File: src/rtl/seven_seg_scan_driver.sv
// Time-multiplexed seven-segment driver: scans NUM_DIGITS hex digits with frame-aligned
// value updates, per-digit blanking and leading-zero suppression.
module seven_seg_scan_driver #(
    parameter int NUM_DIGITS  = 4,
    parameter int REFRESH_DIV = 50000,
    parameter bit ACTIVE_LOW  = 1'b1
) (
    input  logic                    clk,
    input  logic                    rst,
    input  logic [4*NUM_DIGITS-1:0] value,
    input  logic                    load,
    input  logic [NUM_DIGITS-1:0]   blank_mask,
    input  logic                    lz_blank,
    output logic [NUM_DIGITS-1:0]   dig,
    output logic [6:0]              seg,
    output logic                    frame_done
);
    localparam int PW = (REFRESH_DIV > 1) ? $clog2(REFRESH_DIV) : 1;
    localparam int IW = (NUM_DIGITS > 1) ? $clog2(NUM_DIGITS) : 1;
    localparam int VW = 4 * NUM_DIGITS;
    localparam logic [PW-1:0] PRE_MAX = PW'(REFRESH_DIV - 1);
    localparam logic [IW-1:0] IDX_MAX = IW'(NUM_DIGITS - 1);

    logic [PW-1:0]         presc_q, presc_d;
    logic [IW-1:0]         idx_q, idx_d;
    logic [VW-1:0]         staged_q, staged_d, shadow_q, shadow_d;
    logic                  pending_q, pending_d;
    logic                  fdone_q;
    logic [NUM_DIGITS-1:0] dig_q, dig_d;
    logic [6:0]            seg_q, seg_d;
    logic                  tick, boundary;
    logic [NUM_DIGITS-1:0] zero_from;
    logic [3:0]            nib;
    logic                  blank;
    logic [NUM_DIGITS-1:0] dig_on;

    function automatic logic [6:0] hex_decode(input logic [3:0] h);
        case (h)
            4'h0: hex_decode = 7'b0111111;
            4'h1: hex_decode = 7'b0000110;
            4'h2: hex_decode = 7'b1011011;
            4'h3: hex_decode = 7'b1001111;
            4'h4: hex_decode = 7'b1100110;
            4'h5: hex_decode = 7'b1101101;
            4'h6: hex_decode = 7'b1111101;
            4'h7: hex_decode = 7'b0000111;
            4'h8: hex_decode = 7'b1111111;
            4'h9: hex_decode = 7'b1101111;
            4'hA: hex_decode = 7'b1110111;
            4'hB: hex_decode = 7'b1111100;
            4'hC: hex_decode = 7'b0111001;
            4'hD: hex_decode = 7'b1011110;
            4'hE: hex_decode = 7'b1111001;
            default: hex_decode = 7'b1110001;
        endcase
    endfunction

    assign tick     = (presc_q == PRE_MAX);
    assign boundary = tick && (idx_q == IDX_MAX);

    always_comb begin
        presc_d   = tick ? '0 : presc_q + 1'b1;
        idx_d     = idx_q;
        staged_d  = staged_q;
        shadow_d  = shadow_q;
        pending_d = pending_q;
        if (tick) idx_d = (idx_q == IDX_MAX) ? '0 : idx_q + 1'b1;
        if (load) begin
            staged_d  = value;
            pending_d = 1'b1;
        end
        // A load landing on the boundary bypasses staging so it shows next frame.
        if (boundary) begin
            if (load) begin
                shadow_d  = value;
                pending_d = 1'b0;
            end else if (pending_q) begin
                shadow_d  = staged_q;
                pending_d = 1'b0;
            end
        end
    end

    // zero_from[i]: nibbles i..NUM_DIGITS-1 of the shown value are all zero.
    always_comb begin
        logic acc;
        acc       = 1'b1;
        zero_from = '0;
        for (int i = NUM_DIGITS - 1; i >= 0; i--) begin
            acc          = acc && (shadow_q[4*i +: 4] == 4'h0);
            zero_from[i] = acc;
        end
    end

    always_comb begin
        nib    = 4'h0;
        blank  = 1'b0;
        dig_on = '0;
        for (int i = 0; i < NUM_DIGITS; i++) begin
            if (idx_q == IW'(i)) begin
                nib       = shadow_q[4*i +: 4];
                blank     = blank_mask[i] || (lz_blank && (i > 0) && zero_from[i]);
                dig_on[i] = 1'b1;
            end
        end
        if (blank) dig_on = '0;
        dig_d = {NUM_DIGITS{ACTIVE_LOW}} ^ dig_on;
        seg_d = {7{ACTIVE_LOW}} ^ (blank ? 7'h00 : hex_decode(nib));
    end

    always_ff @(posedge clk) begin
        if (rst) begin
            presc_q   <= '0;
            idx_q     <= '0;
            staged_q  <= '0;
            shadow_q  <= '0;
            pending_q <= 1'b0;
            fdone_q   <= 1'b0;
            dig_q     <= {NUM_DIGITS{ACTIVE_LOW}};
            seg_q     <= {7{ACTIVE_LOW}};
        end else begin
            presc_q   <= presc_d;
            idx_q     <= idx_d;
            staged_q  <= staged_d;
            shadow_q  <= shadow_d;
            pending_q <= pending_d;
            fdone_q   <= boundary;
            dig_q     <= dig_d;
            seg_q     <= seg_d;
        end
    end

    assign dig        = dig_q;
    assign seg        = seg_q;
    assign frame_done = fdone_q;
endmodule

File: config.mk
export PLATFORM = sky130hd
export DESIGN_NAME = seven_seg_scan_driver
export DESIGN_NICKNAME = d
export VERILOG_FILES = /design/src/rtl/seven_seg_scan_driver.sv
export SDC_FILE = /design/constraint.sdc
export NUM_CORES = 1
export LEC_CHECK = 0
export BUFFER_PORTS_ARGS = -buffer_cell sky130_fd_sc_hd__buf_2
export CORE_MARGIN = 5
export CORE_UTILIZATION = 60
export CTS_CLUSTER_SIZE = 12
export DETAILED_ROUTE_END_ITERATION = 6
export GPL_TIMING_DRIVEN = 0
export HOLD_SLACK_MARGIN = 0.02
export PLACE_DENSITY = 0.82
export SETUP_SLACK_MARGIN = 0.05
export SLEW_MARGIN = 5
export SYNTH_ARGS = -nofsm -noshare
export SYNTH_HDL_FRONTEND = slang
export SYNTH_SLANG_ARGS = --single-unit
File: constraint.sdc
create_clock -name clk -period 3.93 [get_ports clk]
set_clock_uncertainty 0.2 [all_clocks]
set_input_delay 0.786 -clock clk [delete_from_list [all_inputs] [get_ports clk]]
set_output_delay 0.786 -clock clk [all_outputs]
set_load 0.05 [all_outputs]
## Yosys cells after proc, flatten, opt, wreduce, memory -nomap -nowiden

Memory sizes are Yosys's and may differ from the RTL's.
Index checks and enable logic that the tools add are counted.

| storage, ports and cells | value |
|---|---|
| register bits after elaboration | 63 |
| memory bits (read-only) | 112 |
| memories kept | 1 |

Memories:

| memory | words | bits a word | rd ports | clocked after Yosys merged registers in | write ports | line | source |
|---|---|---|---|---|---|---|---|
| (name not given) | 16 | 7 | 1 | 0 | 0 | 38 | `case (h)` |

| cells by class | value |
|---|---|
| $add $sub $neg | 2 |
| eq/ne operators | 4 |
| muxes and demuxes | 21 |
| bitwise operators | 2 |
| reduce and logical (&&, ||, !) cells | 16 |

Operators with widths:

| cell | count |
|---|---|
| $mux 16 | 2 |
| $mux 4 | 5 |
| $add 16x1->16 const B | 1 |
| $eq 16x16->1 const B | 1 |
| $logic_not 4->1 | 3 |
| $mux 1 | 12 |
| $mux 7 | 1 |
| $not 7->7 | 1 |
| $logic_and 1x1->1 | 6 |
| $eq 2x2->1 const B | 2 |
| $not 4->4 | 1 |
| $logic_or 1x1->1 | 3 |
| $add 2x1->2 const B | 1 |
| $eq 2x1->1 const B | 1 |
| $logic_not 2->1 | 1 |
| $mux 2 | 1 |
| $reduce_and 2->1 | 1 |
| $reduce_bool 2->1 | 1 |
| $reduce_or 2->1 | 1 |

## Longest topological paths before layout

| depth | value |
|---|---|
| word-level depth | 10 |
| gate-level depth with buffers | 10 |
| depth with buffers taken out | 9 |

## Worst setup path after synthesis

OpenSTA, ideal clock, no wires.

| path | value |
|---|---|
| kind | reg2reg |
| start point | register idx_q[0] |
| end point | register seg_q[0] (netlist: seg[0]) |
| library setup time | 136 ps |
| arrival | 2,077 ps |
| required time | 3,594 ps |
| path slack | 1,518 ps |
| cell stages (with the launch flop) | 11 |
| path buffers | 1 |
| period minus slack after synthesis | 2,412 ps |
| cells stage by stage | dfxtp_1 -> inv_1 -> ha_1 -> buf_2 -> a211oi_1 -> a221o_1 -> inv_1 -> ha_1 -> or3_1 -> o221ai_1 -> nand2_1 |

| on the way | value |
|---|---|
| longest elaborated chain between the ends | 8 |
| elaborated cells between the ends (all ways) | 15 |
| those cells by class | 3 x eq/ne; 9 x mux; 1 x bitwise; 1 x reduce/logical; 1 x memory |

RTL lines:

| element | line | source |
|---|---|---|
| start, declared | 25 | `logic [IW-1:0] idx_q, idx_d;` |
| start signal, assigned | 123 | `idx_q <= idx_d;` |
| $logic_not 2->1 | 100 | `if (idx_q == IW'(i)) begin` |
| $mux 4 (4 in series) | 100 |  |
| $mem_v2 16x7 | -- |  |
| $mux 7 * | 108 | `seg_d = {7{ACTIVE_LOW}} ^ (blank ? 7'h00 : hex_decode(nib));` |
| $not 7->7 (no line) * | -- |  |
| end signal, assigned | 120 | `seg_q <= {7{ACTIVE_LOW}};` |
| end signal, assigned | 129 | `seg_q <= seg_d;` |
| end, declared | 30 | `logic [6:0] seg_q, seg_d;` |

Every way passes the cells marked *; elsewhere a longest branch is shown, timed or not.
A chain may end at the register's enable or synchronous reset.

## Worst setup path after layout

| path | value |
|---|---|
| start point | register idx_q[0] |
| end point | register seg_q[6] (netlist: seg[6]) |

Same word-level chain as after synthesis.

==> flow_metrics.tcl <==
set metrics [dict create \
    ys.flop_type "dfxtp_1" \
    slew_viol_final 0 \
    min_path_type "reg2reg" \
    cts_tree "yes" \
    seqPwrFrac_pct 54.7 \
    ios 36 \
    dieArea_um2 6290 \
    die_h_um 79.3 \
    drive_above_1_share_pct 18.5 \
    die_x_um 79.3 \
    worst-setup-path-type "reg2reg" \
    dp_hpwl_um 4020 \
    dpl_cell_area_um2 3120 \
    setup-violations-final 0 \
    p_total_mw 1.21 \
    switching_power_uw 286 \
    yosysTopAreaCell "dfxtp_1" \
    grt_pass1_wl_um 9110 \
    yosysUniqueCellTypes 42 \
    r2r-start "idx_q[0]" \
    fmax_mhz 370 \
    r2r_end "seg[6]" \
    critical_path.cell_chain "inv_1 > ha_1 > buf_2 > a211oi_1 > a221o_1 > inv_1 > ha_1 > mux2_2 > a22oi_1 > nand2_1" \
    grt_use_total_pct 18.4 \
    synth_top_area_share_pct 43.7 \
    outcome "finished clean" \
    viasPerCell 5.45 \
    port_buffers 34 \
    routed-via-count 2272 \
    crit_fanout 10 \
    holdWs_ps 265 \
    regArea_um2 1260 \
    rows 25 \
    worstMarginPinSlew_ps 809 \
    htreeDepth 3 \
    grt_pass1_vias 2022 \
    route.detailed.drc 0 \
    ff2ff_path_depth 10 \
    avgRoutedWirePerCell_um 13.3 \
    required_ps 3940 \
    wl_um 5540 \
    core_um2 4690 \
    power.density_nw_per_um2 368 \
    routabilityCongestion 0.853 \
    synth-edff-count 0 \
    reg2reg_slack_ps 1230 \
    insertion_delay_ps 330 \
    post_cts_resized 0 \
    grt_max_degree 11 \
    ys_ff_latch 63 \
    synth.most_common_cell "dfxtp_1" \
    cts.sinks 63 \
    async_reset_ff_share_pct 0 \
    syn_nets 349 \
    relSlewSlack_pct 44.7 \
    fillCellCount 369 \
    critPathMaxStageDelay_ps 400 \
    endpoint "seg[6]" \
    dp.cells 402 \
    internal-power_uw 922 \
    clock_power_share_pct 39.1 \
    yosysSeqAreaShare_pct 43.7 \
    crit_start "idx_q[0]" \
    synth_area_per_cell_um2 9.18 \
    pwr-share-comb_pct 6.2 \
    netlist_top_cells_count "63 x dfxtp_1, 42 x nor2_1, 19 x mux2i_1, 19 x or3_1" \
    clk_pin_slew_ps 70 \
    yosysWarnings 0 \
    start_kind "register" \
    critical_path_buf_inv_count 3 \
    areaGrowthSynthToFinish_pct 13.9 \
    final_cells 417 \
    antenna_found_initial 0 \
    synthCells 314 \
    nNetsFinal 394 \
    drt.antenna.violating_nets 0 \
    clockBufferDepth 2 \
    cts_made_buffers 9 \
    drt_iter0_markers 120 \
    drt_pass1_iterations 4 \
    peakVddDrop_mv 0.268 \
    cp_num_cells 10 \
    synth_area_um2 2880 \
    final_area_um2 3290 \
    cp_slowest_cell "dfxtp_1" \
    drv_cap 0 \
    crit_family "compound AO/OA/AOI/OAI gates" \
    cts-root-buf "clkbuf_8" \
    fin_crit_ps 2700 \
    start_util_pct 61.5 \
    multiInputGateArea_um2 1450 \
    sw_frac_of_total_pct 23.7 \
    cp-end-kind "register" \
    final.setup.tns_ps 0 \
    min_period_over_period_pct 68.7 \
    cts_hold_buf 0 \
    globalRouteOverflowTotal 0 \
    cp_data_arrival_time_ps 2710 \
    rsz0062_at_grt "no" \
    diodes 0 \
    yosys-top-cells-area "dfxtp_1 44%, mux2i_1 6.6%, nor2_1 5.5%, ha_1 4.8%, or3_1 4.1%" \
    leakage_nw 1.29 \
    cts_setup_buffers 0 \
    hold_viol_final 0 \
]
==> logic make-up (layout without fill, tap and decap cells) <==
logic type / after synthesis / after routing / synth area share (%)
AND/OR/NAND/NOR: 114 / 114 / 21.6
flip-flops: 63 / 63 / 43.7
AO/OA/AOI/OAI: 54 / 54 / 12.1
buffers and inverters: 36 / 85 / 5.94
multiplexers: 21 / 21 / 7.38
XOR/XNOR: 15 / 15 / 4.56
adder cells (fa/ha/maj): 11 / 11 / 4.77
==> flip-flops by register name, indices dropped and copies added, names as in the netlist <==
register,cells
presc_q,16
shadow_q,16
staged_q,16
frame_done,1
idx_q,2
dig,4
pending_q,1
seg,7
==> routing by layer <==
metal	up-vias	global-route usage (%)	wire length, µm
li1	1177	-	-
met1	1026	24.9	2750
met2	59	27.3	2390
met3	10	4.42	298
met4	0	9.45	103
met5	-	0	0
==> worst register-to-register path, stage by stage, from the launching register on <==
cell and delay [ps]:
dfxtp_1 400, inv_1 90, ha_1 220, buf_2 170, a211oi_1 220, a221o_1 340, inv_1 130, ha_1 260
mux2_2 280, a22oi_1 190, nand2_1 70
==> how the worst min path moves through the flow <==
stage / startpoint / to / slack [ps] / cells past startpoint
2_1_floorplan: presc_q[0] / presc_q[0] / 230 / 1
3_3_place_gp: presc_q[0] / presc_q[0] / 240 / 1
3_5_place_dp: presc_q[0] / presc_q[0] / 260 / 1
4_1_cts: presc_q[0] / presc_q[0] / 270 / 1
5_1_grt: presc_q[0] / presc_q[0] / 290 / 1
6_report: presc_q[0] / presc_q[0] / 270 / 1
==> per-stage QoR <==
step / utilization, % / worst slack [ps]
5_1_grt: 70.0 / 1020
2_1_floorplan: - / 1520
3_5_place_dp: 66.5 / 1260
6_report: 70.0 / 1230
4_1_cts: 70.0 / 1240
3_3_place_gp: 66.5 / 1310
==> power groups by stage <==
stage | registers [mW] | clock network, mW | logic (mW)
after floorplan | 0.688 | 0 | 0.0372
after global placement | 0.675 | 0 | 0.0735
after detailed placement | 0.675 | 0 | 0.0751
after CTS | 0.661 | 0.483 | 0.0753
after global routing | 0.662 | 0.517 | 0.0816
final | 0.661 | 0.473 | 0.0748
==> layout make-up <==
cell class	instances	area share, %
Clock buffer	11	4.30
Timing Repair Buffer	34	5.18
Multi-Input combinational cell	215	44.2
Buffer	22	3.62
Sequential cell	63	38.4
Clock inverter	4	0.685
Inverter	14	1.60
Tap cell	54	2.06
==> layout by cell type (no fill, tap or decap), drive strengths merged, types with 2 or more instances in the layout <==
master / count
dfxtp: 63
buf: 47
nor2: 42
clkbuf: 20
or3: 19
mux2i: 19
a21oi: 18
o21ai: 18
inv: 14
nand2: 13
ha: 11
nand3: 9
xor2: 8
xnor2: 7
a211oi: 6
nor3b: 5
nand4: 5
nand3b: 5
and3: 4
a221o: 3
nor3: 3
clkinv: 3
mux2: 2
o221ai: 2
nor4b: 2
(Power assumes the default switching activity.)
